### src/rtl/tdot_pkg.sv
// Shared types for the dot-product MAC sequencer: FSM states, accumulate-select
// encodings and the tag that travels alongside each beat through the slice pipeline.
package tdot_pkg;

    typedef enum logic {
        INIT = 1'b0,
        RUN  = 1'b1
    } state_t;

    localparam logic SEL_C = 1'b0;  // P = A*B + C
    localparam logic SEL_P = 1'b1;  // P = A*B + P

    // Tag field widths cover the default slice configuration (W = 8, LEN_W = 8).
    localparam int TAG_C_W   = 8;
    localparam int TAG_LEN_W = 8;

    typedef struct packed {
        logic                 sel;
        logic [TAG_C_W-1:0]   c;
        logic                 last;
        logic [TAG_LEN_W-1:0] len;
    } tag_t;

endpackage

### src/rtl/tdot_mac_sched_if.sv
// Operand-beat input stream and dot-product result output stream of the MAC sequencer.
interface tdot_mac_sched_if #(
    parameter int W     = 8,
    parameter int LEN_W = 8
);
    // Both streams transfer on a cycle where valid & ready are high; a source holds
    // valid and its payload stable until the transfer. s_ready may depend on s_last.
    logic             s_valid;
    logic             s_ready;
    logic [W-1:0]     s_a;
    logic [W-1:0]     s_b;
    logic [W-1:0]     s_c;
    logic             s_last;
    logic             m_valid;
    logic             m_ready;
    logic [W-1:0]     m_y;
    logic [LEN_W-1:0] m_len;

    modport master (
        output s_valid, s_a, s_b, s_c, s_last, m_ready,
        input  s_ready, m_valid, m_y, m_len
    );

    modport slave (
        input  s_valid, s_a, s_b, s_c, s_last, m_ready,
        output s_ready, m_valid, m_y, m_len
    );

endinterface

### src/rtl/tdot_delay.sv
// Fixed-depth shift register with asynchronous active-low clear; q is d delayed DEPTH cycles.
module tdot_delay #(
    parameter int WIDTH = 1,
    parameter int DEPTH = 1
) (
    input  logic             clk,
    input  logic             rst_n,
    input  logic [WIDTH-1:0] d,
    output logic [WIDTH-1:0] q
);

    logic [DEPTH-1:0][WIDTH-1:0] line_q;
    logic [DEPTH-1:0][WIDTH-1:0] line_d;

    always_comb begin
        line_d[0] = d;
        for (int i = 1; i < DEPTH; i++) begin
            line_d[i] = line_q[i-1];
        end
    end

    always_ff @(posedge clk or negedge rst_n) begin
        if (!rst_n) begin
            line_q <= '0;
        end else begin
            line_q <= line_d;
        end
    end

    assign q = line_q[DEPTH-1];

endmodule

### src/rtl/tdot_mac_sched.sv
// Drives one pipelined DSP MAC slice to compute arbitrary-length dot products from an
// operand stream, including the post-reset hold of the slice and result capture.
module tdot_mac_sched
    import tdot_pkg::*;
#(
    parameter int W          = 8,
    parameter int MAC_LAT    = 3,
    parameter int RST_CYCLES = 3,
    parameter int LEN_W      = 8
) (
    input  logic          clk,
    input  logic          reset,
    tdot_mac_sched_if.slave bus,
    output logic          mac_rst,
    output logic          mac_en,
    output logic [W-1:0]  mac_a,
    output logic [W-1:0]  mac_b,
    output logic [W-1:0]  mac_c,
    output logic          mac_sel,
    input  logic [W-1:0]  mac_p,
    output state_t        dbg_state
);

    localparam int CNT_W = $clog2(RST_CYCLES + 1);
    localparam logic [LEN_W-1:0] LEN_MAX = '1;

    state_t           state_q, state_d;
    logic [CNT_W-1:0] rst_cnt_q, rst_cnt_d;
    logic             mac_rst_q, mac_rst_d;
    logic             mac_en_q, mac_en_d;
    logic             first_q, first_d;
    logic             pending_q, pending_d;
    logic [LEN_W-1:0] cnt_q, cnt_d;
    logic             m_valid_q, m_valid_d;
    logic [W-1:0]     m_y_q, m_y_d;
    logic [LEN_W-1:0] m_len_q, m_len_d;

    logic                 s_ready;
    logic                 acc;
    logic [LEN_W-1:0]     len_now;
    tag_t                 tag_in;
    logic [TAG_C_W:0]     selc_out;
    logic [TAG_LEN_W:0]   lastlen_out;

    // A second last beat must wait until the held result is consumed.
    assign s_ready = (state_q == RUN) & ~(bus.s_last & pending_q);
    assign acc     = bus.s_valid & s_ready;

    always_comb begin
        len_now = first_q ? LEN_W'(1) : ((cnt_q == LEN_MAX) ? cnt_q : cnt_q + 1'b1);
        tag_in     = '0;
        tag_in.sel = SEL_P;
        if (acc) begin
            tag_in.sel  = first_q ? SEL_C : SEL_P;
            tag_in.c    = TAG_C_W'(bus.s_c);
            tag_in.last = bus.s_last;
            tag_in.len  = TAG_LEN_W'(len_now);
        end
    end

    always_comb begin
        state_d   = state_q;
        rst_cnt_d = rst_cnt_q;
        mac_rst_d = mac_rst_q;
        mac_en_d  = mac_en_q;
        case (state_q)
            INIT: begin
                rst_cnt_d = rst_cnt_q + 1'b1;
                if (rst_cnt_q == CNT_W'(RST_CYCLES - 1)) begin
                    state_d   = RUN;
                    mac_rst_d = 1'b0;
                    mac_en_d  = 1'b1;
                end
            end
            RUN: begin
                mac_rst_d = 1'b0;
                mac_en_d  = 1'b1;
            end
            default: state_d = INIT;
        endcase
    end

    always_comb begin
        first_d   = acc ? bus.s_last : first_q;
        cnt_d     = acc ? len_now : cnt_q;
        pending_d = pending_q;
        if (m_valid_q & bus.m_ready) pending_d = 1'b0;
        if (acc & bus.s_last)        pending_d = 1'b1;
        m_valid_d = m_valid_q;
        m_y_d     = m_y_q;
        m_len_d   = m_len_q;
        // The last tag emerges in the cycle the slice's P register holds the final sum.
        if (lastlen_out[TAG_LEN_W]) begin
            m_valid_d = 1'b1;
            m_y_d     = mac_p;
            m_len_d   = LEN_W'(lastlen_out[TAG_LEN_W-1:0]);
        end else if (m_valid_q & bus.m_ready) begin
            m_valid_d = 1'b0;
        end
    end

    always_ff @(posedge clk or negedge reset) begin
        if (!reset) begin
            state_q   <= INIT;
            rst_cnt_q <= '0;
            mac_rst_q <= 1'b1;
            mac_en_q  <= 1'b0;
            first_q   <= 1'b1;
            pending_q <= 1'b0;
            cnt_q     <= '0;
            m_valid_q <= 1'b0;
            m_y_q     <= '0;
            m_len_q   <= '0;
        end else begin
            state_q   <= state_d;
            rst_cnt_q <= rst_cnt_d;
            mac_rst_q <= mac_rst_d;
            mac_en_q  <= mac_en_d;
            first_q   <= first_d;
            pending_q <= pending_d;
            cnt_q     <= cnt_d;
            m_valid_q <= m_valid_d;
            m_y_q     <= m_y_d;
            m_len_q   <= m_len_d;
        end
    end

    // sel/c must line up with the M stage; last/len with the P stage.
    tdot_delay #(.WIDTH(TAG_C_W + 1), .DEPTH(MAC_LAT - 1)) u_selc_dly (
        .clk   (clk),
        .rst_n (reset),
        .d     ({tag_in.sel, tag_in.c}),
        .q     (selc_out)
    );

    tdot_delay #(.WIDTH(TAG_LEN_W + 1), .DEPTH(MAC_LAT)) u_last_dly (
        .clk   (clk),
        .rst_n (reset),
        .d     ({tag_in.last, tag_in.len}),
        .q     (lastlen_out)
    );

    assign mac_a       = acc ? bus.s_a : '0;
    assign mac_b       = acc ? bus.s_b : '0;
    assign mac_sel     = selc_out[TAG_C_W];
    assign mac_c       = W'(selc_out[TAG_C_W-1:0]);
    assign mac_rst     = mac_rst_q;
    assign mac_en      = mac_en_q;
    assign bus.s_ready = s_ready;
    assign bus.m_valid = m_valid_q;
    assign bus.m_y     = m_y_q;
    assign bus.m_len   = m_len_q;
    assign dbg_state   = state_q;

endmodule

### src/flat_wrapper.sv
// flat-port wrapper written by rule: the top's interface ports become plain ports
module tdot_mac_sched_flat import tdot_pkg::*;
#(
    parameter int W          = 8,
    parameter int MAC_LAT    = 3,
    parameter int RST_CYCLES = 3,
    parameter int LEN_W      = 8
)
  (clk, reset, mac_rst, mac_en, mac_a, mac_b, mac_c, mac_sel, mac_p, dbg_state, bus_s_valid, bus_s_a, bus_s_b, bus_s_c, bus_s_last, bus_m_ready, bus_s_ready, bus_m_valid, bus_m_y, bus_m_len);
  tdot_mac_sched_if #(.W(W), .LEN_W(LEN_W)) bus_i ();
  input  logic clk;
  input  logic reset;
  output logic mac_rst;
  output logic mac_en;
  output logic [W-1:0] mac_a;
  output logic [W-1:0] mac_b;
  output logic [W-1:0] mac_c;
  output logic mac_sel;
  input  logic [W-1:0] mac_p;
  output state_t dbg_state;
  input wire logic [$bits(bus_i.s_valid)-1:0] bus_s_valid;
  input wire logic [$bits(bus_i.s_a)-1:0] bus_s_a;
  input wire logic [$bits(bus_i.s_b)-1:0] bus_s_b;
  input wire logic [$bits(bus_i.s_c)-1:0] bus_s_c;
  input wire logic [$bits(bus_i.s_last)-1:0] bus_s_last;
  input wire logic [$bits(bus_i.m_ready)-1:0] bus_m_ready;
  output wire logic [$bits(bus_i.s_ready)-1:0] bus_s_ready;
  output wire logic [$bits(bus_i.m_valid)-1:0] bus_m_valid;
  output wire logic [$bits(bus_i.m_y)-1:0] bus_m_y;
  output wire logic [$bits(bus_i.m_len)-1:0] bus_m_len;
  assign bus_i.s_valid = bus_s_valid;
  assign bus_i.s_a = bus_s_a;
  assign bus_i.s_b = bus_s_b;
  assign bus_i.s_c = bus_s_c;
  assign bus_i.s_last = bus_s_last;
  assign bus_i.m_ready = bus_m_ready;
  assign bus_s_ready = bus_i.s_ready;
  assign bus_m_valid = bus_i.m_valid;
  assign bus_m_y = bus_i.m_y;
  assign bus_m_len = bus_i.m_len;
  tdot_mac_sched #(.W(W), .MAC_LAT(MAC_LAT), .RST_CYCLES(RST_CYCLES), .LEN_W(LEN_W)) u_core (.clk(clk), .reset(reset), .bus(bus_i), .mac_rst(mac_rst), .mac_en(mac_en), .mac_a(mac_a), .mac_b(mac_b), .mac_c(mac_c), .mac_sel(mac_sel), .mac_p(mac_p), .dbg_state(dbg_state));
endmodule
### config.mk
export PLATFORM = sky130hd
export DESIGN_NAME = tdot_mac_sched_flat
export DESIGN_NICKNAME = d
export VERILOG_FILES = /design/src/rtl/tdot_pkg.sv /design/src/rtl/tdot_mac_sched_if.sv /design/src/rtl/tdot_delay.sv /design/src/rtl/tdot_mac_sched.sv /design/src/flat_wrapper.sv
export SDC_FILE = /design/constraint.sdc
export NUM_CORES = 1
export LEC_CHECK = 0
export BUFFER_PORTS_ARGS = -buffer_cell sky130_fd_sc_hd__clkbuf_2
export CELL_PAD_IN_SITES_DETAIL_PLACEMENT = 1
export CELL_PAD_IN_SITES_GLOBAL_PLACEMENT = 2
export CORE_MARGIN = 4
export CORE_UTILIZATION = 36
export CTS_BUF_LIST = sky130_fd_sc_hd__clkbuf_4 sky130_fd_sc_hd__clkbuf_8 sky130_fd_sc_hd__clkbuf_16
export DETAILED_ROUTE_END_ITERATION = 10
export PLACE_DENSITY = 0.91
export SETUP_SLACK_MARGIN = 0.3
export SLEW_MARGIN = 0
export SYNTH_ARGS = -nofsm -noshare
export SYNTH_HDL_FRONTEND = slang
export SYNTH_SLANG_ARGS = --single-unit
### constraint.sdc
create_clock -name clk -period 5.1 [get_ports clk]
set_clock_uncertainty 0.15 [all_clocks]
set_input_delay 1.53 -clock clk [delete_from_list [all_inputs] [get_ports clk]]
set_output_delay 1.53 -clock clk [all_outputs]
set_load 0.01 [all_outputs]
==> impl_metrics.tcl, run 1 <==
set metrics [dict create \
    initial_core_util 0.379 \
    drive_gt1_frac 0.434 \
    drtIter0Drc 72 \
    clk_latency_ps 330 \
    tritoncts "done" \
    cts_buffers 9 \
    grt_pass1_wl_mm 9.20 \
    synth_top_area_share 0.668 \
    power-per-cell-area_mw_per_mm2 411 \
    synthesis.nets 241 \
    setup_violations 0 \
    grt_max_degree 78 \
    cts.repair.resized 0 \
    grt_pass1_vias 1941 \
    die_w_um 96.4 \
    postSynth.asyncResetShare 1.00 \
    ys_seq_area_frac 0.687 \
    dp_hpwl_mm 4.06 \
    cp_data_required_time_ps 3420 \
    vias 1878 \
    p_total_mw 1.44 \
    cp-start-kind "input port" \
    ant_nets 0 \
    gp_congestion 0.784 \
    wirelength_mm 5.57 \
    fmax_mhz 230 \
    maxSlewHeadroom 0.403 \
    final-max-slew-violation-count 0 \
    fin_crit_sh 0.852 \
    die-area_mm2 0.00928 \
    overflow 0 \
    cts_hold_buffers 0 \
    fill_cells 808 \
    hold_viol 0 \
    avgSynthCellArea_um2 13.9 \
    synth_ff_type "dfrtp_1" \
    cp-end-kind "output pin" \
    rsz0062_at_grt "false" \
    synth_area_leaders "dfrtp_1, mux2_2, and3_1" \
    post-route-drc-count 0 \
    h-tree-depth 3 \
    std_cell_rows 31 \
    ys_seq_elements 77 \
    grt.total_usage 0.134 \
    clk_path_buf_depth 2 \
    cts_setup_buffers 0 \
    synth_edf_count 0 \
    pin_count 83 \
    tightestPinTransition_ps 896 \
    antennaDiodeCount 0 \
    status "complete, no violations" \
    core_area_mm2 0.00741 \
    area_growth_pct 24.5 \
    yosysWarnings 0 \
    clk_pin_slew_ps 70 \
    place.port_buffers 82 \
    cts-root-buf "clkbuf_8" \
    worst-setup-path-type "input port to output pin" \
    syn_inst 202 \
    dr.pass1.iters 4 \
    die_y_um 96.4 \
    antenna_found_initial 0 \
    max_cap_violations 0 \
    hold_class "flop to flop" \
    wl_per_cell_um 14.3 \
    syn-cell-area_mm2 0.00281 \
    synth.distinct_cells 38 \
    ir_worst_vdd_uv 127 \
    fin_setup_tns_ps 0 \
    arrival_ps 2660 \
    viasPerCell 4.83 \
    cp_max_fo 22 \
    cts_sinks 77 \
    nNetsFinal 324 \
    yosys.area.top_type "dfrtp_1" \
    post-route-min-period_ps 4340 \
    p_leak_nw 1.89 \
]
stage by stage:
stage / utilization / hold slack [ps] / cells / instance area [µm²] / setup WS, ps
6_report: 0.472 / 198 / 389 / 3500 / 756
5_1_grt: 0.472 / 206 / 389 / 3500 / 642
4_1_cts: 0.472 / 198 / 389 / 3500 / 739
3_5_place_dp: 0.444 / 186 / 373 / 3290 / 741
3_3_place_gp: 0.444 / 181 / 373 / 3290 / 797
2_1_floorplan: - / 181 / 202 / 2810 / 1200
Yosys cell counts (all sizes together) (2+ instances only):
cell type	n
or3	2
nor3	3
dfrtp	75
mux2	16
nand2	7
o21ai	7
buf	8
clkbuf	3
a21o	6
xnor2	5
nand3	4
inv	5
ha	2
and3	28
nor2	7
a31oi	2
a21oi	5
and2	2
dfstp	2
nand4	2
registers in the layout, indices dropped and copies added, names as in the netlist:
name	count
u_core.mac_rst	1
u_core.dbg_state	1
u_core.bus.m_y	8
u_core.u_selc_dly.q	9
u_core.u_selc_dly.line_d	9
u_core.u_last_dly.line_d	18
u_core.rst_cnt_q	2
u_core.u_last_dly.q	9
u_core.bus.m_valid	1
u_core.mac_en	1
u_core.pending_q	1
u_core.cnt_q	8
u_core.first_q	1
u_core.bus.m_len	8
critical path: stages:
cell      delay (ps)
clkbuf_2          90
a21boi_2         640
and3_1           260
clkbuf_2         140
final timing paths:
kind | endpoint | depth (start not counted) | startpoint | slack [ps]
setup / recovery | mac_b[3] | 4 | bus_s_last | 760
hold / removal | u_core.u_selc_dly.q[4]$_DFF_PN0_ | 0 | u_core.u_selc_dly.line_d[13]$_DFF_PN0_ | 200
setup reg to reg | u_core.cnt_q[5]$_DFFE_PN0P_ | 4 | u_core.dbg_state$_DFF_PN0_ | 2610
hold reg to reg | u_core.u_selc_dly.q[4]$_DFF_PN0_ | 0 | u_core.u_selc_dly.line_d[13]$_DFF_PN0_ | 200
max in group asynchronous | u_core.u_last_dly.line_d[12]$_DFF_PN0_ | 1 | reset | 3040
min in group asynchronous | u_core.bus.m_y[2]$_DFFE_PN0P_ | 1 | reset | 1180
cells in the final DEF (no fill, tap or decap), types with 5 or more instances in the layout:
master / count
a21o_1: 6
a21oi_1: 5
and3_1: 27
clkbuf_2: 81
clkbuf_8: 11
dfrtp_1: 75
inv_1: 5
mux2_2: 16
nand2_1: 6
nor2_1: 7
o21ai_0: 5
xnor2_1: 5
kinds of logic after synthesis:
kind of cell,Yosys count,share of synthesized area
flops,77,0.687
simple gates,59,0.129
compound gates,26,0.0632
buf+inv,16,0.0298
mux,16,0.0641
xor+xnor,6,0.0187
fa+ha+maj,2,0.00890
final cells by class:
cell class / count / area, µm² / share of cell area
flip-flops and latches: 77 / 1930 / 0.551
multi-input cells: 109 / 797 / 0.228
repair buffers: 83 / 420 / 0.120
clock buffers: 13 / 166 / 0.0476
well taps: 99 / 124 / 0.0354
clock inverters: 3 / 43.8 / 0.0125
inverters: 5 / 18.8 / 0.00536
metal layers:
layer / global-route usage / wire length, µm
met5: 0 / 0
met2: 0.224 / 2680
met4: 0.0526 / 85
met1: 0.156 / 2290
met3: 0.0508 / 505
power breakdown:
part	switching, mW	internal (mW)
combinational	0.119	0.109
clock	0.196	0.264
sequential	0.0601	0.692
total	0.375	1.06
(Power assumes the default switching activity.)
==> inputs of run 2 (changes only) <==
--- a/config.mk
+++ b/config.mk
@@ -9,10 +9,11 @@
 export CELL_PAD_IN_SITES_DETAIL_PLACEMENT = 1
 export CELL_PAD_IN_SITES_GLOBAL_PLACEMENT = 2
 export CORE_MARGIN = 4
-export CORE_UTILIZATION = 36
+export CORE_UTILIZATION = 33
 export CTS_BUF_LIST = sky130_fd_sc_hd__clkbuf_4 sky130_fd_sc_hd__clkbuf_8 sky130_fd_sc_hd__clkbuf_16
 export DETAILED_ROUTE_END_ITERATION = 10
-export PLACE_DENSITY = 0.91
+export GPL_TIMING_DRIVEN = 0
+export PLACE_DENSITY = 0.85
 export SETUP_SLACK_MARGIN = 0.3
 export SLEW_MARGIN = 0
 export SYNTH_ARGS = -nofsm -noshare
==> constraint.sdc (replaced) <==
create_clock -name clk -period 4.6 [get_ports clk]
set_clock_uncertainty 0.15 [all_clocks]
set_input_delay 1.38 -clock clk [delete_from_list [all_inputs] [get_ports clk]]
set_output_delay 1.38 -clock clk [all_outputs]
set_load 0.01 [all_outputs]
==> impl_metrics.tcl, run 2 (same netlist as run 1, synthesis figures left out) <==
set metrics [dict create \
    fin_crit_sh 0.859 \
    cts_hold_buffers 0 \
    internal_power_mw 1.13 \
    r2r_end "u_core.u_last_dly.line_d[12]$_DFF_PN0_" \
    hold_viol 0 \
    drive_gt1_frac 0.443 \
    area_growth_pct 26.4 \
    cp_data_required_time_ps 3070 \
    die-area_mm2 0.0101 \
    drtIter0Drc 65 \
    fin_setup_tns_ps 0 \
    h-tree-depth 3 \
    antenna_found_initial 0 \
    final_common_cell "clkbuf_2" \
    rr_worst_depth 5 \
    layout_common_cells "clkbuf_2, dfrtp_1, and3_1" \
    reg2reg_slack_ps 2780 \
    cp-start-kind "input port" \
    die_y_um 100 \
    hold-worst-slack_ps 196 \
    fill_cells 902 \
    ant_nets 0 \
    worst-setup-path-type "input port to output pin" \
    vias 1909 \
    cts.repair.resized 0 \
    std_cell_rows 33 \
    gp_congestion 0.703 \
    clk_path_buf_depth 2 \
    final-max-slew-violation-count 0 \
    grt_max_degree 60 \
    largest_reg_flops 18 \
    combPwrFrac 0.187 \
    die_w_um 100 \
    core_area_mm2 0.00826 \
    pin_count 83 \
    p_clk_frac 0.288 \
    cts-root-buf "clkbuf_8" \
    initial_core_util 0.340 \
    p_sw_frac 0.273 \
    grt_pass1_vias 2091 \
    maxSlewHeadroom 0.806 \
    viasPerCell 4.71 \
    p_seq_frac 0.524 \
    arrival_ps 2420 \
    antennaDiodeCount 0 \
    tritoncts "done" \
    wirelength_mm 5.58 \
    clk_pin_slew_ps 70 \
    post-route-drc-count 0 \
    hold_class "flop to flop" \
    cp-end-kind "output pin" \
    nNetsFinal 334 \
    setup_violations 0 \
    cts_sinks 77 \
    cts_buffers 9 \
    max_cap_violations 0 \
    overflow 0 \
    crit_end "mac_b[6]" \
    fmax_mhz 253 \
    startpoint "bus_s_last" \
    ir_worst_vdd_uv 114 \
    status "complete, no violations" \
    power-per-cell-area_mw_per_mm2 436 \
    clk_latency_ps 330 \
    wl_per_cell_um 13.8 \
    cp_max_fo 10 \
    grt.total_usage 0.121 \
    post-route-min-period_ps 3950 \
    place.port_buffers 81 \
    p_leak_nw 1.92 \
    tightestPinTransition_ps 290 \
    cts_setup_buffers 0 \
    dr.pass1.iters 4 \
    net-switching-power_mw 0.423 \
    rsz0062_at_grt "false" \
    dp_hpwl_mm 4.12 \
    regToRegStartpoint "u_core.cnt_q[0]$_DFFE_PN0P_" \
    grt_pass1_wl_mm 9.52 \
]
## run 2: final cells by class
class,count,area (µm²),share of cell area
Sequential cell,77,1930,0.543
Multi-Input combinational cell,109,797,0.224
Timing Repair Buffer,82,435,0.123
Clock buffer,12,153,0.0430
Tap cell,105,131,0.0370
Buffer,11,65.1,0.0183
Clock inverter,4,23.8,0.00669
Inverter,5,18.8,0.00528
## run 2: per-stage QoR
stage	setup slack (ps)	area (µm²)	power, mW	util	instances
final	651	3550	1.55	0.430	405
after global routing	573	3550	1.65	0.430	405
after CTS	632	3550	1.58	0.430	405
after detailed placement	641	3380	1.12	0.409	389
after global placement	647	3350	1.10	0.405	388
after floorplan	1000	2810	1.00	-	202
## run 2: worst min-delay path by stage
stage                                                 from                                      to  slack (ps)  cells after the start
global placement    u_core.u_last_dly.line_d[25]$_DFF_PN0_        u_core.u_last_dly.q[7]$_DFF_PN0_         180                      0
floorplan            u_core.u_last_dly.line_d[9]$_DFF_PN0_  u_core.u_last_dly.line_d[18]$_DFF_PN0_         180                      0
finish              u_core.u_last_dly.line_d[12]$_DFF_PN0_  u_core.u_last_dly.line_d[21]$_DFF_PN0_         200                      0
global route        u_core.u_last_dly.line_d[12]$_DFF_PN0_  u_core.u_last_dly.line_d[21]$_DFF_PN0_         200                      0
CTS                 u_core.u_last_dly.line_d[12]$_DFF_PN0_  u_core.u_last_dly.line_d[21]$_DFF_PN0_         200                      0
detailed placement  u_core.u_last_dly.line_d[23]$_DFF_PN0_        u_core.u_last_dly.q[5]$_DFF_PN0_         190                      0
## run 2: power by group through the flow
stage,combinational [mW],sequential (mW),clock (mW)
6_report,0.290,0.812,0.446
4_1_cts,0.297,0.814,0.471
2_1_floorplan,0.166,0.834,0
3_5_place_dp,0.295,0.827,0
5_1_grt,0.325,0.825,0.500
3_3_place_gp,0.284,0.820,0
## run 2: layer usage
layer	global-route usage	vias to the layer above	part of all wire
met5	0	-	0
met4	0.0560	0	0.019
met3	0.0396	10	0.080
met2	0.206	77	0.47
met1	0.137	933	0.43
li1	-	889	-
## run 2: worst max-delay path, cell delays in order
cell      delay [ps]
clkbuf_2          90
a21boi_2         150
buf_4            180
clkbuf_1         270
and3_1           210
clkbuf_2         130
==> inputs of run 3 (changes only) <==
--- a/config.mk
+++ b/config.mk
@@ -5,15 +5,16 @@
 export SDC_FILE = /design/constraint.sdc
 export NUM_CORES = 1
 export LEC_CHECK = 0
-export BUFFER_PORTS_ARGS = -buffer_cell sky130_fd_sc_hd__clkbuf_2
 export CELL_PAD_IN_SITES_DETAIL_PLACEMENT = 1
 export CELL_PAD_IN_SITES_GLOBAL_PLACEMENT = 2
+export CORE_ASPECT_RATIO = 1.1
 export CORE_MARGIN = 4
-export CORE_UTILIZATION = 33
+export CORE_UTILIZATION = 40
 export CTS_BUF_LIST = sky130_fd_sc_hd__clkbuf_4 sky130_fd_sc_hd__clkbuf_8 sky130_fd_sc_hd__clkbuf_16
 export DETAILED_ROUTE_END_ITERATION = 10
+export DONT_BUFFER_PORTS = 1
 export GPL_TIMING_DRIVEN = 0
-export PLACE_DENSITY = 0.85
+export PLACE_DENSITY = 0.84
 export SETUP_SLACK_MARGIN = 0.3
 export SLEW_MARGIN = 0
 export SYNTH_ARGS = -nofsm -noshare
==> impl_metrics.tcl, run 3 (same netlist as run 1, synthesis figures left out) <==
set metrics [dict create \
    status "complete, no violations" \
    std_cell_rows 31 \
    final-max-slew-violation-count 0 \
    pin_count 83 \
    dp_hpwl_mm 3.31 \
    clk_path_buf_depth 2 \
    wirelength_mm 4.73 \
    utilization 0.462 \
    ir_worst_vdd_uv 245 \
    nNetsFinal 252 \
    wl_per_cell_um 15.9 \
    fmax_mhz 266 \
    cp_max_fo 10 \
    cts_hold_buffers 0 \
    die-area_mm2 0.00843 \
    fin_crit_sh 0.817 \
    cts_sinks 77 \
    power-per-cell-area_mw_per_mm2 488 \
    antennaDiodeCount 0 \
    initial_core_util 0.419 \
    cp-start-kind "input port" \
    cp_slowest_cell "and3_1" \
    fin_ws_ps 841 \
    antenna_found_initial 0 \
    die_y_um 95.9 \
    timing.critical_path.cells "a21boi_2 > buf_4 > clkbuf_1 > and3_1" \
    h-tree-depth 3 \
    maxSlewHeadroom 0.814 \
    core_area_mm2 0.00671 \
    seq_area_mm2 0.00193 \
    cts_setup_buffers 0 \
    cts-root-buf "clkbuf_8" \
    viasPerCell 5.28 \
    cp-end-kind "output pin" \
    worst-setup-path-type "input port to output pin" \
    fin_setup_tns_ps 0 \
    hold_class "flop to flop" \
    preCtsSetupSlack_ps 845 \
    grt_pass1_vias 1617 \
    final_common_cell "dfrtp_1" \
    tritoncts "done" \
    ant_nets 0 \
    post-route-min-period_ps 3760 \
    multiInputGateArea_um2 797 \
    grt_max_degree 78 \
    die_w_um 87.9 \
    arrival_ps 2230 \
    area_growth_pct 10.3 \
    place.port_buffers 0 \
    max_cap_violations 0 \
    vias 1572 \
    cts.repair.resized 0 \
    setup_violations 0 \
    p_leak_nw 1.56 \
    grt.total_usage 0.124 \
    clk_latency_ps 330 \
    post-route-drc-count 0 \
    largest_reg_flops 18 \
    tightestPinTransition_ps 278 \
    drtIter0Drc 70 \
    fill_cells 666 \
    max_stage_delay_ps 270 \
    layout_common_cells "dfrtp_1, and3_1, mux2_2" \
    hold_viol 0 \
    placed_area_mm2 0.00291 \
    overflow 0 \
    clk_pin_slew_ps 60 \
    dr.pass1.iters 4 \
    cts_buffers 9 \
    gp_congestion 0.755 \
    cp_data_required_time_ps 3070 \
    postLayoutCellArea_mm2 0.00310 \
    rsz0062_at_grt "false" \
    drive_gt1_frac 0.227 \
    grt_pass1_wl_mm 7.78 \
]
run 3: worst paths after layout:
kind | endpoint | cells after the start | start | slack, ps
setup / recovery | mac_b[3] | 4 | bus_s_last | 840
hold / removal | u_core.u_selc_dly.q[8]$_DFF_PN0_ | 0 | u_core.u_selc_dly.line_d[17]$_DFF_PN0_ | 200
setup reg to reg | u_core.u_last_dly.line_d[12]$_DFF_PN0_ | 5 | u_core.cnt_q[0]$_DFFE_PN0P_ | 2760
hold reg to reg | u_core.u_selc_dly.q[8]$_DFF_PN0_ | 0 | u_core.u_selc_dly.line_d[17]$_DFF_PN0_ | 200
max in group asynchronous | u_core.first_q$_DFFE_PN1P_ | 0 | reset | 3530
min in group asynchronous | u_core.u_selc_dly.q[2]$_DFF_PN0_ | 0 | reset | 590
run 3: through the flow:
stage	hold slack [ps]	power (mW)	std cells
floorplan	181	1.00	202
global placement	182	1.04	284
detailed placement	186	1.05	284
CTS	199	1.54	298
global route	208	1.60	298
finish	199	1.51	298
run 3: final cells by class:
type,count,area share
inverter,5,0.00605
clock inverter,2,0.0113
clock buffer,12,0.0492
buffer,11,0.0210
multi-input combinational,109,0.257
sequential,77,0.622
tap,82,0.0331
run 3: power by group:
group / total (mW) / internal (mW) / switching, mW
clock network: 0.483 / 0.271 / 0.212
logic: 0.195 / 0.0946 / 0.0999
registers: 0.835 / 0.767 / 0.0676
run 3: worst max-delay path, delay by kind of cell:
family | cells | cell delay (ps)
AOI/OAI and AO/OA | 1 | 140
buffers and inverters | 2 | 440
and+or+nand+nor | 1 | 270
run 3: routing by layer:
layer / wire (µm) / GRT usage
met2: 2310 / 0.200
met1: 1930 / 0.142
met4: 123 / 0.0806
met5: 0 / 0
met3: 363 / 0.0394
